### config.mk
export PLATFORM = sky130hd
export DESIGN_NAME = uop_pair_queue
export DESIGN_NICKNAME = d
export VERILOG_FILES = /design/src/rtl/uop_pair_queue_pkg.sv /design/src/rtl/uop_queue_mem.sv /design/src/rtl/uop_pair_queue.sv
export SDC_FILE = /design/constraint.sdc
export NUM_CORES = 1
export LEC_CHECK = 0
export CAP_MARGIN = 20
export CORE_MARGIN = 1
export CORE_UTILIZATION = 35
export DETAILED_ROUTE_END_ITERATION = 8
export RECOVER_POWER = 25
export SLEW_MARGIN = 15
export SYNTH_ARGS = -nofsm -noshare
export SYNTH_HDL_FRONTEND = slang
export SYNTH_SLANG_ARGS = --single-unit
### constraint.sdc
create_clock -name clk -period 3.07 [get_ports clk]
set_clock_uncertainty 0.2 [all_clocks]
set_input_delay 0.7675 -clock clk [delete_from_list [all_inputs] [get_ports clk]]
set_output_delay 0.7675 -clock clk [all_outputs]
set_load 0.02 [all_outputs]
### src/rtl/uop_pair_queue_pkg.sv
// Shared types and defaults for the fetch-to-decode instruction pair queue.
// Each queue entry carries one instruction word and its branch tag.
package uop_pair_queue_pkg;

  localparam int MAX_PREDICT_DEPTH_BITS = 4;
  localparam int UOP_QUEUE_DEPTH        = 8;
  localparam int INSTR_W                = 32;

  typedef struct packed {
    logic [INSTR_W-1:0]                instr;
    logic [MAX_PREDICT_DEPTH_BITS-1:0] tag;
  } uop_entry_t;

endpackage

### src/rtl/uop_queue_mem.sv
// Entry storage for the pair queue: two write ports at consecutive (wrapping)
// addresses driven by one enable, plus one combinational read port.
module uop_queue_mem #(
  parameter  int DEPTH = 8,
  parameter  int W     = 36,
  localparam int AW    = $clog2(DEPTH)
) (
  input  logic          clk,
  input  logic          we,
  input  logic [AW-1:0] waddr,
  input  logic [W-1:0]  wdata_a,
  input  logic [W-1:0]  wdata_b,
  input  logic [AW-1:0] raddr,
  output logic [W-1:0]  rdata
);

  logic [W-1:0]  mem_q [DEPTH];
  logic [AW-1:0] waddr_b;

  // Power-of-two depth lets the second slot wrap by natural overflow.
  assign waddr_b = waddr + AW'(1);

  for (genvar gi = 0; gi < DEPTH; gi++) begin : g_slot
    always_ff @(posedge clk) begin
      if (we && (waddr == AW'(gi))) begin
        mem_q[gi] <= wdata_a;
      end else if (we && (waddr_b == AW'(gi))) begin
        mem_q[gi] <= wdata_b;
      end
    end
  end

  assign rdata = mem_q[raddr];

endmodule

### src/rtl/uop_pair_queue.sv
// Accepts up to two instructions per cycle from fetch and drains one per cycle to
// decode; the stall back to fetch depends only on the registered occupancy.
module uop_pair_queue
  import uop_pair_queue_pkg::*;
#(
  parameter int DEPTH    = UOP_QUEUE_DEPTH,
  parameter int TAG_BITS = MAX_PREDICT_DEPTH_BITS
) (
  input  logic                clk,
  input  logic                reset,
  input  logic                clear,
  input  logic                prev_valid,
  input  logic [31:0]         instruction_1,
  input  logic [31:0]         instruction_2,
  input  logic [TAG_BITS-1:0] branch_tag_1,
  input  logic [TAG_BITS-1:0] branch_tag_2,
  output logic                stalled,
  output logic                valid,
  output logic [31:0]         instruction,
  output logic [TAG_BITS-1:0] branch_tag,
  input  logic                next_stalled
);

  localparam int AW = $clog2(DEPTH);
  localparam int CW = AW + 1;
  localparam int W  = 32 + TAG_BITS;

  logic [AW-1:0] rd_ptr_q, rd_ptr_d;
  logic [AW-1:0] wr_ptr_q, wr_ptr_d;
  logic [CW-1:0] count_q, count_d;
  logic          push, pop;
  logic [W-1:0]  head;

  // Fewer than two free slots blocks a whole pair; a same-cycle pop does not help.
  assign stalled = (count_q >= CW'(DEPTH - 1));
  assign valid   = (count_q != '0);
  assign push    = prev_valid && !stalled && !clear;
  assign pop     = valid && !next_stalled && !clear;

  always_comb begin
    rd_ptr_d = rd_ptr_q;
    wr_ptr_d = wr_ptr_q;
    count_d  = count_q;
    if (clear) begin
      rd_ptr_d = '0;
      wr_ptr_d = '0;
      count_d  = '0;
    end else begin
      if (push) wr_ptr_d = wr_ptr_q + AW'(2);
      if (pop)  rd_ptr_d = rd_ptr_q + AW'(1);
      count_d = count_q + CW'({push, 1'b0}) - CW'(pop);
    end
  end

  always_ff @(posedge clk or posedge reset) begin
    if (reset) begin
      rd_ptr_q <= '0;
      wr_ptr_q <= '0;
      count_q  <= '0;
    end else begin
      rd_ptr_q <= rd_ptr_d;
      wr_ptr_q <= wr_ptr_d;
      count_q  <= count_d;
    end
  end

  uop_queue_mem #(
    .DEPTH (DEPTH),
    .W     (W)
  ) u_mem (
    .clk     (clk),
    .we      (push),
    .waddr   (wr_ptr_q),
    .wdata_a ({instruction_1, branch_tag_1}),
    .wdata_b ({instruction_2, branch_tag_2}),
    .raddr   (rd_ptr_q),
    .rdata   (head)
  );

  // Head is forced to zero when empty so decode never sees stale storage.
  assign instruction = valid ? head[W-1:TAG_BITS] : '0;
  assign branch_tag  = valid ? head[TAG_BITS-1:0] : '0;

endmodule

* After elaboration in Yosys (flattened, before gate mapping)
Memories as Yosys holds them, arrays and structs flattened.
Index checks and enable logic that the tools add are counted.
** Word-level totals
- Register bits :: 10
- Bits in writable memories :: 288
- Bits of input ports :: 77
- Output and inout bits :: 38
- Word-level logic and storage cells :: 139
- Memories :: 1
** Memory list
- u_mem.mem_q :: words 8, bits a word 36, rd ports 1, clocked after Yosys merged registers in 0, wr ports 2, RTL line uop_queue_mem.sv:17 : logic [W-1:0] mem_q [DEPTH];
** Operators by class
- $add $sub $neg :: 5
- Magnitude comparators :: 1
- Equality and inequality tests :: 14
- Mux-type cells :: 73
- Bitwise gates (word level) :: 8
- Reductions and logical operators :: 34
** Operators by type and width (number)
- $mux 36 :: 14
- $reduce_or 36->1 :: 6
- $mux 1 :: 46
- $mux 32 :: 1
- $mux 3 :: 10
- $eq 3x3->1 const B :: 8
- $logic_and 1x1->1 :: 20
- $eq 3x2->1 const B :: 4
- $mux 4 :: 2
- $or 1x1->1 :: 8
- $add 3x1->3 const B :: 2
- $eq 3x1->1 const B :: 2
- $logic_not 3->1 :: 2
- $add 4x2->4 :: 1
- $ge 4x3->1 const B :: 1
- $reduce_bool 2->1 :: 2
- $reduce_bool 4->1 :: 1
- $sub 4x1->4 :: 1
- $add 3x2->3 const B :: 1
- $logic_not 1->1 :: 3

* Logic depth before layout (Yosys ltp)
- Depth after elaboration :: 13
- Mapped depth :: 11

* Cells and area by module
From an unflattened synthesis, not the netlist that was laid out.
** Unflattened totals
- Cell total of the unflattened synthesis :: 854
- Area, all modules :: 15472.3 um2
** Modules (own cells, without submodules)
- uop_queue_mem :: instances 1, cells each 757, area each 14674.1 um2, seq. area each 8648.3 um2
- uop_pair_queue :: instances 1, cells each 97, area each 798.3 um2, seq. area each 225.2 um2

* Worst setup path before layout
Ideal clock, no wire load.
- Path type :: input to register
- Start point :: in clear
- End point :: mem u_mem.mem_q[0][0] (enable)
- Setup time :: 391 ps
- Arrival :: 2210 ps
- Data required time :: 2479 ps
- Path slack :: 270 ps
- Stages on the path :: 5
- Path buffers :: 2
- Cells stage by stage :: nor3b_4 > nand3_2 > buf_6 > buf_6 > inv_1
** RTL lines
- start: declaration :: RTL line uop_pair_queue.sv:11 : input logic clear,
- end: declaration :: RTL line uop_queue_mem.sv:17

* Worst setup path after layout
- Start point :: reg rd_ptr_q[0]
- End point :: out instruction[16]
** Between the ends
- Word-level cells in the longest chain between the ends :: 2
** RTL lines
- start: declaration :: RTL line uop_pair_queue.sv:28 : logic [AW-1:0] rd_ptr_q, rd_ptr_d;
- start signal: assignment :: RTL line uop_pair_queue.sv:61 : rd_ptr_q <= rd_ptr_d;
- $mem_v2 8x36
- $mux 32 :: RTL line uop_pair_queue.sv:81 : assign instruction = valid ? head[W-1:TAG_BITS] : '0;
- end: declaration :: RTL line uop_pair_queue.sv:19 : output logic [31:0] instruction,
No other way between the ends.

==> impl_metrics.env <==
export IMPL_period_share_pct=103.0
export IMPL_fmax_mhz=316.1
export IMPL_viasPerCell=5.028
export IMPL_grt_max_degree=33
export IMPL_setup_ws_ns=-0.09361
export IMPL_tightest_slew_ns=0.3916
export IMPL_drc=0
export IMPL_dp_hpwl_um=19300
export IMPL_synth_cells=799
export IMPL_cts_tree="yes"
export IMPL_clockBufferDepth=3
export IMPL_synth_area_leaders="edfxtp_1 (62%), mux4_2 (12%), mux2_4 (7.7%)"
export IMPL_syn_cell_area_um2=14020
export IMPL_area_growth_pct=21.89
export IMPL_ioPinCount=115
export IMPL_hold_class="register to register"
export IMPL_num_rows=72
export IMPL_setup_worst_path_start="rd_ptr_q[0]"
export IMPL_io_buffers=114
export IMPL_syn_num_nets=887
export IMPL_path_class="register to output pin"
export IMPL_cts_sinks=297
export IMPL_setup_viol=36
export IMPL_rsz0062_at_grt="true"
export IMPL_drv_cap=0
export IMPL_yosys_area_top_type="edfxtp_1"
export IMPL_endpoint_kind="output pin"
export IMPL_r2r_start="count_q[3]"
export IMPL_cellLeakagePower_nw=6.058
export IMPL_final_area_um2=17090
export IMPL_drtAntennaViolNets=0
export IMPL_violations="setup timing"
export IMPL_worst_skew_pair_late_latency_ns=0.49
export IMPL_synth_top_area_share_pct=61.67
export IMPL_synth_seq_cells=297
export IMPL_status="finished with violations"
export IMPL_dp_cells=1299
export IMPL_antenna_found_initial=3
export IMPL_power_mw=12.13
export IMPL_r2r_end="count_q[3]"
export IMPL_drive_gt1_share_pct=45.09
export IMPL_final_net_count=922
export IMPL_die_area_um2=40870
export IMPL_die_w_um=202.2
export IMPL_start_util_pct=35.87
export IMPL_ff2ff_path_depth=15
export IMPL_fin_cells=1374
export IMPL_synth_flop_cell="edfxtp_1"
export IMPL_core_region_area_um2=39100
export IMPL_grt_pass1_vias=7491
export IMPL_dp_slack_ns=-0.06628
export IMPL_num_antenna_cells=0
export IMPL_tns_ns=-1.985
export IMPL_timing_slew_headroom_pct=73.86
export IMPL_cts_inserted_buffers=34
export IMPL_period_needed_ns=3.164
export IMPL_arrival_ns=2.20
export IMPL_hold_end="wr_ptr_q[2]"
export IMPL_grt_pass1_wl_um=48160
export IMPL_routabilityCongestion=0.6921
export IMPL_cts_hold_buf=0
export IMPL_dr_total_vias=6908
export IMPL_first_pass_iters=4
export IMPL_start_kind="register"
export IMPL_hold_viol=0
export IMPL_r2r_slack_ns=0.26
export IMPL_ys_seq_area_share_pct=63.28
export IMPL_drt_iter0_markers=307
export IMPL_chipHeight_um=202.2
export IMPL_grt_total_usage_pct=16.03
export IMPL_htreeDepth=2
export IMPL_post_drt_wl_per_cell_um=23.55
export IMPL_required_ns=2.10
export IMPL_avgSynthCellArea_um2=17.55
export IMPL_ys_warn_count=0
export IMPL_critPathMaxFanout=6
export IMPL_synth_edff_count=288
export IMPL_holdPathStages=2
export IMPL_drv_slew=0
export IMPL_power_density_nw_per_um2=709.9
export IMPL_root_buffer="clkbuf_16"
export IMPL_dpl_cell_area_um2=15760
export IMPL_peakVddDrop_mv=0.4174
export IMPL_clk_pin_slew_ns=0.06
export IMPL_wirelength_um=32360
export IMPL_fillers=3451
export IMPL_async_flop_share_pct=3.030
export IMPL_grt_ovfl_total=0
export IMPL_ys_types=31
export IMPL_worstHoldStart="wr_ptr_q[2]"
==> critical path: stages (launching register included) <==
cell	delay, ns
dfrtp_4	0.51
buf_12	0.17
buf_16	0.14
buf_6	0.11
mux4_2	0.41
a22o_1	0.20
buf_6	0.13
==> logic make-up (layout without fill, tap and decap cells) <==
kind of cell             after synthesis  after routing  share of synthesized area (%)
flip-flops                           297            297                          63.28
multiplexers                         217            217                          25.13
buffers and inverters                204            261                          6.718
AO/OA/AOI/OAI                         44             44                          2.534
AND/OR/NAND/NOR                       25             25                          1.240
adder cells (fa/ha/maj)               11             11                          1.035
XOR/XNOR                               1              1                        0.06247
==> worst max-delay path by stage <==
stage	end	cells past startpoint	slack, ns
floorplan	u_mem.mem_q[0][0]	5	0.27
global placement	instruction[3]	4	-0.05
detailed placement	instruction[3]	4	-0.07
CTS	instruction[4]	6	-0.17
global route	instruction[21]	5	-0.17
finish	instruction[16]	6	-0.09
==> cell usage after synthesis (3+ instances only) <==
library cell,instances
buf_4,5
clkbuf_1,152
a21oi_1,4
dfrtp_1,9
ha_1,10
edfxtp_1,288
mux2_2,73
o21ai_0,4
buf_6,14
nor2_1,5
mux4_2,72
nand3_2,4
nand3_1,3
buf_2,6
mux2_4,72
inv_1,19
buf_8,4
buf_1,3
a22o_1,36
==> report_power, final <==
part           switching (mW)  internal, mW
sequential             0.0705          4.70
clock                    1.51          2.18
combinational            1.76          1.91
total                    3.34          8.79
==> flip-flops by register name, indices dropped and copies added, names as in the netlist <==
signal and count:
count_q 4, rd_ptr_q 3, u_mem.mem_q 288, wr_ptr_q 2
==> layer usage <==
layer  global-route usage (%)  routed length (µm)
met1                    20.37               13490
met3                    2.935                1679
met5                        0                  41
met2                    28.17               16510
met4                    4.001                 637
==> per-stage QoR <==
stage,util (%),hold slack (ns)
finish,43.72,0.4186
CTS,43.79,0.3528
floorplan,-,0.3603
global route,43.72,0.4537
detailed placement,40.30,0.4182
global placement,40.30,0.3975
==> timing repair <==
action / CTS / global route
buffers inserted: 11 / 2
resized for setup: 212 / 11
endpoints found under the setup margin: 37 / 37
cloned: 7 / 1
pin swaps: 17 / 12
==> final cells by class <==
| class | instances | area [µm²] | share of cell area [%] |
|---|---|---|---|
| sequential | 297 | 8881 | 51.96 |
| multi-input combinational | 298 | 4295 | 25.13 |
| timing repair buffer | 183 | 2195 | 12.84 |
| clock buffer | 50 | 932.1 | 5.453 |
| tap | 518 | 648.1 | 3.792 |
| inverter | 20 | 75.07 | 0.4392 |
| clock inverter | 8 | 66.31 | 0.3880 |
==> layout by cell type (no fill, tap or decap), drive strengths merged, types with 2 or more instances in the layout <==
master         count
a21oi              4
a22o              36
buf              104
clkbuf            51
clkdlybuf4s50     39
clkinv             5
dfrtp              9
dlygate4sd3       37
edfxtp           288
ha                10
inv               22
mux2             145
mux4              72
nand2              2
nand3              7
nor2               5
nor2b              2
nor3b              2
o21ai              4
or3                2
(Power assumes the default switching activity.)
